## src/rtl/alu_arbiter_if.sv

```systemverilog
// alu_arbiter_if: bundle of the request, response and shared-ALU signals of
// alu_arbiter.
//   slave  modport : the arbiter (drives ready, rsp_*, alu_*, busy, op_count)
//   master modport : the environment (requesters plus the combinational ALU)
//
// Handshake rules, in one place:
//   Request : an operation moves when reqN_valid && reqN_ready at a rising
//             clock edge. Ready never waits on anything but the arbiter's own
//             state and the current valids. A requester may drop valid before
//             it is granted; nothing is remembered for it.
//   Response: rspN_valid stays high, with rsp_result/rsp_zero stable, until
//             the owner raises rspN_ack at a rising edge. Acks from the other
//             requester, or acks with no response pending, have no effect.
interface alu_arbiter_if;
  logic        req0_valid;
  logic        req1_valid;
  logic        req0_ready;
  logic        req1_ready;
  logic [3:0]  req0_op;
  logic [3:0]  req1_op;
  logic [15:0] req0_a;
  logic [15:0] req0_b;
  logic [15:0] req1_a;
  logic [15:0] req1_b;
  logic        rsp0_valid;
  logic        rsp1_valid;
  logic        rsp0_ack;
  logic        rsp1_ack;
  logic [15:0] rsp_result;
  logic        rsp_zero;
  logic        alu_enable;
  logic [3:0]  alu_op;
  logic [15:0] alu_a;
  logic [15:0] alu_b;
  logic [15:0] alu_result;
  logic        alu_zero;
  logic        busy;
  logic [15:0] op_count;

  modport slave (
    input  req0_valid, req1_valid, req0_op, req1_op,
    input  req0_a, req0_b, req1_a, req1_b,
    input  rsp0_ack, rsp1_ack, alu_result, alu_zero,
    output req0_ready, req1_ready, rsp0_valid, rsp1_valid,
    output rsp_result, rsp_zero, alu_enable, alu_op, alu_a, alu_b,
    output busy, op_count
  );

  modport master (
    output req0_valid, req1_valid, req0_op, req1_op,
    output req0_a, req0_b, req1_a, req1_b,
    output rsp0_ack, rsp1_ack, alu_result, alu_zero,
    input  req0_ready, req1_ready, rsp0_valid, rsp1_valid,
    input  rsp_result, rsp_zero, alu_enable, alu_op, alu_a, alu_b,
    input  busy, op_count
  );
endinterface

```

## src/rtl/alu_arbiter.sv

```systemverilog
// alu_arbiter: shares one external combinational ALU between two requesters.
// One operation is in flight at a time: IDLE accepts, EXEC drives the ALU for
// a single cycle and captures its outputs, RESP holds the result for the
// owning requester until it acks. Grants alternate when both keep requesting.
// Ports:
//   clk      : rising-edge clock
//   rst_n    : asynchronous active-low reset
//   bus      : alu_arbiter_if.slave (requests, responses, ALU drive, status)
//   state_o  : current FSM state (0 IDLE, 1 EXEC, 2 RESP) for observation
module alu_arbiter (
  input  logic           clk,
  input  logic           rst_n,
  alu_arbiter_if.slave   bus,
  output logic [1:0]     state_o
);

  typedef enum logic [1:0] {
    IDLE = 2'd0,
    EXEC = 2'd1,
    RESP = 2'd2
  } state_t;

  state_t      state_q;
  logic        prio_q;        // favoured requester on contention
  logic        owner_q;       // requester whose operation is in flight
  logic        alu_enable_q;
  logic [3:0]  alu_op_q;
  logic [15:0] alu_a_q;
  logic [15:0] alu_b_q;
  logic [15:0] rsp_result_q;
  logic        rsp_zero_q;
  logic [15:0] op_count_q;
  logic [15:0] op_count_d;

  logic grant1;
  logic ready0;
  logic ready1;
  logic owner_ack;

  always_comb begin
    // Requester 1 wins when it is the only one asking, or both ask and it is
    // favoured; otherwise a valid requester 0 wins.
    grant1     = bus.req1_valid && (!bus.req0_valid || prio_q);
    // Ready is gated by rst_n so that it drops the instant reset asserts,
    // even while a requester still holds valid.
    ready1     = rst_n && (state_q == IDLE) && grant1;
    ready0     = rst_n && (state_q == IDLE) && bus.req0_valid && !grant1;
    owner_ack  = owner_q ? bus.rsp1_ack : bus.rsp0_ack;
    op_count_d = op_count_q + 16'd1;
  end

  always_ff @(posedge clk or negedge rst_n) begin
    if (!rst_n) begin
      state_q      <= IDLE;
      prio_q       <= 1'b0;
      owner_q      <= 1'b0;
      alu_enable_q <= 1'b0;
      alu_op_q     <= 4'd0;
      alu_a_q      <= 16'd0;
      alu_b_q      <= 16'd0;
      rsp_result_q <= 16'd0;
      rsp_zero_q   <= 1'b0;
      op_count_q   <= 16'd0;
    end else begin
      case (state_q)
        IDLE: begin
          if (ready0 || ready1) begin
            owner_q      <= ready1;
            alu_op_q     <= ready1 ? bus.req1_op : bus.req0_op;
            alu_a_q      <= ready1 ? bus.req1_a  : bus.req0_a;
            alu_b_q      <= ready1 ? bus.req1_b  : bus.req0_b;
            alu_enable_q <= 1'b1;
            state_q      <= EXEC;
          end
        end
        EXEC: begin
          // The ALU is combinational on alu_op/a/b, already stable this cycle.
          rsp_result_q <= bus.alu_result;
          rsp_zero_q   <= bus.alu_zero;
          alu_enable_q <= 1'b0;
          state_q      <= RESP;
        end
        RESP: begin
          if (owner_ack) begin
            prio_q     <= !owner_q;
            op_count_q <= op_count_d;
            state_q    <= IDLE;
          end
        end
        default: begin
          alu_enable_q <= 1'b0;
          state_q      <= IDLE;
        end
      endcase
    end
  end

  assign bus.req0_ready = ready0;
  assign bus.req1_ready = ready1;
  assign bus.rsp0_valid = (state_q == RESP) && !owner_q;
  assign bus.rsp1_valid = (state_q == RESP) &&  owner_q;
  assign bus.rsp_result = rsp_result_q;
  assign bus.rsp_zero   = rsp_zero_q;
  assign bus.alu_enable = alu_enable_q;
  assign bus.alu_op     = alu_op_q;
  assign bus.alu_a      = alu_a_q;
  assign bus.alu_b      = alu_b_q;
  assign bus.busy       = (state_q != IDLE);
  assign bus.op_count   = op_count_q;
  assign state_o        = state_q;

endmodule

```

## src/flat_wrapper.sv

```systemverilog
// flat-port wrapper written by rule: the top's interface ports become plain ports
module alu_arbiter_flat 
  (clk, rst_n, state_o, bus_req0_valid, bus_req1_valid, bus_req0_op, bus_req1_op, bus_req0_a, bus_req0_b, bus_req1_a, bus_req1_b, bus_rsp0_ack, bus_rsp1_ack, bus_alu_result, bus_alu_zero, bus_req0_ready, bus_req1_ready, bus_rsp0_valid, bus_rsp1_valid, bus_rsp_result, bus_rsp_zero, bus_alu_enable, bus_alu_op, bus_alu_a, bus_alu_b, bus_busy, bus_op_count);
  alu_arbiter_if bus_i ();
  input  logic clk;
  input  logic rst_n;
  output logic [1:0] state_o;
  input wire logic [$bits(bus_i.req0_valid)-1:0] bus_req0_valid;
  input wire logic [$bits(bus_i.req1_valid)-1:0] bus_req1_valid;
  input wire logic [$bits(bus_i.req0_op)-1:0] bus_req0_op;
  input wire logic [$bits(bus_i.req1_op)-1:0] bus_req1_op;
  input wire logic [$bits(bus_i.req0_a)-1:0] bus_req0_a;
  input wire logic [$bits(bus_i.req0_b)-1:0] bus_req0_b;
  input wire logic [$bits(bus_i.req1_a)-1:0] bus_req1_a;
  input wire logic [$bits(bus_i.req1_b)-1:0] bus_req1_b;
  input wire logic [$bits(bus_i.rsp0_ack)-1:0] bus_rsp0_ack;
  input wire logic [$bits(bus_i.rsp1_ack)-1:0] bus_rsp1_ack;
  input wire logic [$bits(bus_i.alu_result)-1:0] bus_alu_result;
  input wire logic [$bits(bus_i.alu_zero)-1:0] bus_alu_zero;
  output wire logic [$bits(bus_i.req0_ready)-1:0] bus_req0_ready;
  output wire logic [$bits(bus_i.req1_ready)-1:0] bus_req1_ready;
  output wire logic [$bits(bus_i.rsp0_valid)-1:0] bus_rsp0_valid;
  output wire logic [$bits(bus_i.rsp1_valid)-1:0] bus_rsp1_valid;
  output wire logic [$bits(bus_i.rsp_result)-1:0] bus_rsp_result;
  output wire logic [$bits(bus_i.rsp_zero)-1:0] bus_rsp_zero;
  output wire logic [$bits(bus_i.alu_enable)-1:0] bus_alu_enable;
  output wire logic [$bits(bus_i.alu_op)-1:0] bus_alu_op;
  output wire logic [$bits(bus_i.alu_a)-1:0] bus_alu_a;
  output wire logic [$bits(bus_i.alu_b)-1:0] bus_alu_b;
  output wire logic [$bits(bus_i.busy)-1:0] bus_busy;
  output wire logic [$bits(bus_i.op_count)-1:0] bus_op_count;
  assign bus_i.req0_valid = bus_req0_valid;
  assign bus_i.req1_valid = bus_req1_valid;
  assign bus_i.req0_op = bus_req0_op;
  assign bus_i.req1_op = bus_req1_op;
  assign bus_i.req0_a = bus_req0_a;
  assign bus_i.req0_b = bus_req0_b;
  assign bus_i.req1_a = bus_req1_a;
  assign bus_i.req1_b = bus_req1_b;
  assign bus_i.rsp0_ack = bus_rsp0_ack;
  assign bus_i.rsp1_ack = bus_rsp1_ack;
  assign bus_i.alu_result = bus_alu_result;
  assign bus_i.alu_zero = bus_alu_zero;
  assign bus_req0_ready = bus_i.req0_ready;
  assign bus_req1_ready = bus_i.req1_ready;
  assign bus_rsp0_valid = bus_i.rsp0_valid;
  assign bus_rsp1_valid = bus_i.rsp1_valid;
  assign bus_rsp_result = bus_i.rsp_result;
  assign bus_rsp_zero = bus_i.rsp_zero;
  assign bus_alu_enable = bus_i.alu_enable;
  assign bus_alu_op = bus_i.alu_op;
  assign bus_alu_a = bus_i.alu_a;
  assign bus_alu_b = bus_i.alu_b;
  assign bus_busy = bus_i.busy;
  assign bus_op_count = bus_i.op_count;
  alu_arbiter u_core (.clk(clk), .rst_n(rst_n), .bus(bus_i), .state_o(state_o));
endmodule
```

## config.mk

```make
export PLATFORM = sky130hd
export DESIGN_NAME = alu_arbiter_flat
export DESIGN_NICKNAME = d
export VERILOG_FILES = /design/src/rtl/alu_arbiter_if.sv /design/src/rtl/alu_arbiter.sv /design/src/flat_wrapper.sv
export SDC_FILE = /design/constraint.sdc
export NUM_CORES = 1
export LEC_CHECK = 0
export ABC_AREA = 1
export ABC_CLOCK_PERIOD_IN_PS = 1700
export BUFFER_PORTS_ARGS = -buffer_cell sky130_fd_sc_hd__buf_4
export CELL_PAD_IN_SITES_DETAIL_PLACEMENT = 1
export CELL_PAD_IN_SITES_GLOBAL_PLACEMENT = 1
export CORE_MARGIN = 1
export CORE_UTILIZATION = 33
export CTS_CLUSTER_SIZE = 40
export DETAILED_ROUTE_END_ITERATION = 10
export PLACE_DENSITY = 0.9
export SYNTH_ARGS = -nofsm -noshare
export SYNTH_HDL_FRONTEND = slang
export SYNTH_SLANG_ARGS = --single-unit
```

## constraint.sdc

```tcl
create_clock -name clk -period 1.7 [get_ports clk]
set_input_delay 0.17 -clock clk [delete_from_list [all_inputs] [get_ports clk]]
set_output_delay 0.17 -clock clk [all_outputs]
set_load 0.005 [all_outputs]
```

**Word-level counts from Yosys, hierarchy flattened**

Index checks and enable logic that the tools add are counted.

- Flip-flop bits (word level): 74
- Bits of input ports: 95
- Logic and storage cells: 43

- Add/subtract/negate cells: 1
- Equality and inequality tests: 4
- Muxes and demuxes: 9
- Bitwise gates (word level): 1
- Reductions and logical operators: 18

Operator list:

| kind | number |
|---|---|
| 16-bit two-way mux | 2 |
| 16-bit by 1-bit adder with 16-bit output (second input constant) | 1 |
| 2-bit AND reduction | 4 |
| 1-bit logical AND | 7 |
| 2-bit one-hot mux with 3 select lines | 1 |
| 2-bit two-way mux | 2 |
| 4-bit two-way mux | 1 |
| 1-bit logical NOT | 3 |
| 2-bit by 1-bit equality test with 1-bit output (second input constant) | 1 |
| 2-bit equality test (second input constant) | 1 |
| 2-bit logical NOT | 1 |
| 1-bit logical OR | 2 |
| 1-bit two-way mux | 2 |
| 2-bit by 1-bit != test with 1-bit output (second input constant) | 1 |
| 2-bit != test (second input constant) | 1 |
| 1-bit one-hot mux with 2 select lines | 1 |
| 2-bit nonzero test | 1 |
| 1-bit NOT | 1 |

**Logic depth before layout (Yosys ltp)**

- Depth in word-level cells: 8
- Gate-level depth with buffers: 10

**Worst setup path before layout**

No wires, ideal clock.

- Kind: register to register
- Start: reg u_core.op_count_q[1] (netlist: u_core.bus.op_count[1])
- End: reg u_core.op_count_q[10] (netlist: u_core.bus.op_count[10])
- Library setup time: 117 ps
- Arrival time: 1212 ps
- Required time: 1583 ps
- Path slack: 372 ps
- Stages on the path, launching flop included: 9
- Path buffers: 0
- Period minus slack after synthesis: 1328 ps
- Cells stage by stage: dfrtp_1 ha_1 inv_1 nor2_2 nand3_1 nor2_2 nand2_1 nand2_1 nand2_1

- Word-level cells in the longest chain between the ends: 1

RTL lines:

| what | line | text |
|---|---|---|
| start: declaration | alu_arbiter.sv:32 | `logic [15:0] op_count_q;` |
| start signal: assignment | alu_arbiter.sv:86 | `op_count_q <= op_count_d;` |
| 16-bit by 1-bit adder with 16-bit output | alu_arbiter.sv:49 | `op_count_d = op_count_q + 16'd1;` |

No other way between the ends.
A chain may end at the register's enable or synchronous reset.

**Final worst setup path**

- Start: reg u_core.state_q[0] (netlist: u_core.state_o[0])
- End: out bus_req1_ready

- Word-level cells in the longest chain between the ends: 3

RTL lines:

| what | line | text |
|---|---|---|
| start: declaration | alu_arbiter.sv:23 | `state_t state_q;` |
| start signal: assignment | alu_arbiter.sv:54 | `state_q <= IDLE;` |
| start signal: assignment | alu_arbiter.sv:73 | `state_q <= EXEC;` |
| start signal: assignment | alu_arbiter.sv:81 | `state_q <= RESP;` |
| 2-bit logical NOT | alu_arbiter.sv:46 | `ready1 = rst_n && (state_q == IDLE) && grant1;` |
| 1-bit logical AND (2 in a row) | alu_arbiter.sv:46 |  |
| end: declaration | flat_wrapper.sv:21 | `output wire logic [$bits(bus_i.req1_ready)-1:0] bus_req1_ready;` |

No other way between the ends.

==> summary.txt <==
Run status
  • Status: completed

STA
  • Worst slew pin tran: 0.927 ns
  • Endpoints failing setup: 0
  • Clk_skew: 0.0139 ns
  • Slew headroom: 0.382
  • Slew Limit Fails: 0
  • Fmax: roughly 610 MHz
  • Post-layout minimum cycle time: 1.63 ns
  • Period utilization: 0.959
  • Final worst-path setup slack: 0.0690 ns
  • Setup_tns: 0 ns
  • Final Hold Viols: 0

Finish
  • # fillers: 1,273
  • Layout cells sized above 1: 0.386
  • Final core utilization: 0.506
  • Design Area, Final: between 5000 and 6000 sq um
  • Most common cell after layout, fill and taps aside: buf_4
  • P&R area growth vs syn: 46.9%
  • Ant. Diodes: 0
  • Final nets: 695
  • Commonest non-fill, non-tap cells in the layout: buf_4, nand2_1, dfrtp_1

Floorplan
  • Die H: 106 microns
  • Core footprint: 10,400 sq um
  • Die area: 11,300 sq um
  • Die Wd: 106 microns
  • I/O pin total: roughly 170
  • Core Rows: 37
  • Initial core utilization: 0.344

Worst setup path
  • CP startpoint kind: flop
  • Crit Path Max Fanout: 11
  • Setup crit end kind: primary output
  • Levels on crit path: 7
  • Slowest cell on the critical path: dfrtp_1
  • Worst Reg-to-Reg Cells: 8
  • Crit path cell chain: inv_2 > nand3_2 > inv_4 > nand2_8 > buf_16 > inv_1 > buf_4
  • Required @ worst endpoint: between 1.5 and 2 ns
  • Buf/Inv on CP: 5
  • Data arrival, critical path: 1.46 ns
  • Setup Crit Path Kind: reg2out
  • FF-to-FF Start: u_core.state_o[0]
  • CP top delay family: buffers and inverters
  • CP max stage delay: 0.44 ns
  • Crit. Startpoint: u_core.state_o[0]

Place
  • Dpl ws: about 0.15 ns
  • I/O Buffers: 171
  • Placed Instance Area: 4950 sq um
  • GPL Wtd Cong: slightly below 0.8
  • Post-DP HPWL: 8110 microns

Detailed routing
  • WL/cell: 14.7 microns
  • Via density: 4.62
  • Final WL: 10,900 microns
  • Post-route DRC: 0
  • Antenna Nets Post-Route: 0
  • Pre-antenna DRT Iters: 6
  • Drt initial violations: 94
  • Routed via count: 3,421

Logic synthesis
  • Post-synthesis sequential area ratio: 0.517
  • Post-synth EDFFs: 0
  • Ys flop type: dfrtp_1
  • Register bit total from synthesis: 74
  • Ys async rst share: 1.00
  • Synth warn: 0
  • Syn nets: around 520
  • Cells after synthesis: 423
  • Count of cell types in the netlist: 25
  • Synthesized area per cell: ~8.5 sq um
  • Post-Syn Area: around 3600 sq um

Global route
  • Vias in the first global route: 3,720
  • First-pass GRT wire length: 17,800 microns
  • Largest net degree at the start of global routing: 75
  • GR Util All Layers: 0.199
  • Global route overflow: 0
  • Initial antenna violation count: 0

CTS
  • H-tree depth: 3
  • Inserted Clock Buffers: 9
  • Clk root buf: clkbuf_8
  • Clock Path Buffers: 2
  • Clock slew at reported path FFs: 0.09 ns
  • Clk sinks: 74
  • CTS tree: built
  • Skew-Pair Late Insertion Delay: 0.35 ns

Worst hold path
  • HP Start: bus_alu_result[2]
  • Hold Crit Class: in2reg
  • Hold-critical path depth: 2

Job
  • Maxcap violations: 0

Pwr
  • Peak supply drop: 0.625 mV
  • PnR Total Power: 7.54 mW
  • Pwr per Cell Area: 1430 nW/um^2
  • P_leak: 2.83 nW
kinds of logic after synthesis:
logic type,Yosys count,share of synthesized area
fa+ha+maj,1,0.00349
simple gates,169,0.196
buf+inv,75,0.101
compound gates,79,0.110
mux,17,0.0534
xor+xnor,8,0.0195
flops,74,0.517
what timing repair did:
item,CTS,global route
endpoints found under the setup margin,1,1
resized for setup,3,0
hold buffers,0,0
pin swaps,0,1
buffers inserted,1,4
cloned,2,0
synth_stat cells (2+ instances only):
cell type / n / area [sq um]
nor2_1: 18 / 67.6
xnor2_1: 2 / 17.5
nand3_1: 5 / 25.0
buf_2: 4 / 20.0
buf_6: 5 / 56.3
nand2_2: 4 / 25.0
mux2_2: 17 / 191
nand3_2: 2 / 20.0
nor2_2: 4 / 25.0
nand2_1: 129 / 484
o21ai_1: 70 / 350
inv_1: 51 / 191
o21ai_0: 9 / 45.0
buf_4: 6 / 45.0
nand4_1: 4 / 25.0
inv_2: 6 / 22.5
dfrtp_1: 74 / 1850
xor2_1: 6 / 52.6
worst register-to-register path, stage by stage (launching register included):
cell	delay, ns
dfrtp_1	0.44
inv_2	0.09
nand3_2	0.10
inv_4	0.10
nand2_8	0.09
buf_16	0.15
buf_4	0.19
o21ai_1	0.24
o21ai_1	0.09
area by class of cell:
type | count | area (sq um) | area share
repair buffers | 182 | 1450 | 0.275
well taps | 136 | 170 | 0.0323
clock inverters | 6 | 66.3 | 0.0126
multi-input cells | 274 | 1380 | 0.262
inverters | 58 | 223 | 0.0423
flip-flops and latches | 74 | 1850 | 0.352
clock buffers | 10 | 128 | 0.0242
power breakdown:
group	switching, mW	total (mW)	internal [mW]
clock	0.681	1.36	0.681
combinational	1.41	3.16	1.74
sequential	0.520	3.02	2.51
total	2.61	7.54	4.93
flip-flops by register name, summed over array words and instances (netlist names):
register               cells
u_core.bus.alu_b          16
u_core.prio_q              1
u_core.state_o             2
u_core.bus.alu_enable      1
u_core.bus.rsp_result     16
u_core.bus.alu_a          16
u_core.bus.op_count       16
u_core.bus.alu_op          4
u_core.bus.rsp_zero        1
u_core.owner_q             1
routing by layer:
layer / routed length, microns / part of all wire / vias up / global-route usage
met2: 5740 / 0.53 / 125 / 0.370
li1: - / - / 1667 / -
met1: 4210 / 0.39 / 1621 / 0.222
met3: 885 / 0.081 / 8 / 0.0681
met4: 34 / 0.0031 / 0 / 0.0308
met5: 0 / 0 / - / 0
metrics by stage:
stage | hold slack (ns) | instances
2_1_floorplan | -0.126 | 423
3_3_place_gp | 0.405 | 717
3_5_place_dp | 0.410 | 717
4_1_cts | 0.0356 | 736
5_1_grt | 0.0351 | 740
6_report | 0.0542 | 740
path summary, 6_finish.rpt:
path / slack [ns] / endpoint
max: 0.07 / bus_req1_ready
min: 0.05 / u_core.bus.rsp_result[2]
max reg2reg: 0.10 / u_core.bus.alu_b[12]
min reg2reg: 0.50 / u_core.bus.alu_op[0]
max in group asynchronous: 1.01 / u_core.bus.alu_b[3]
min in group asynchronous: 0.08 / u_core.state_o[0]
Power figures use the tool's default switching activity.
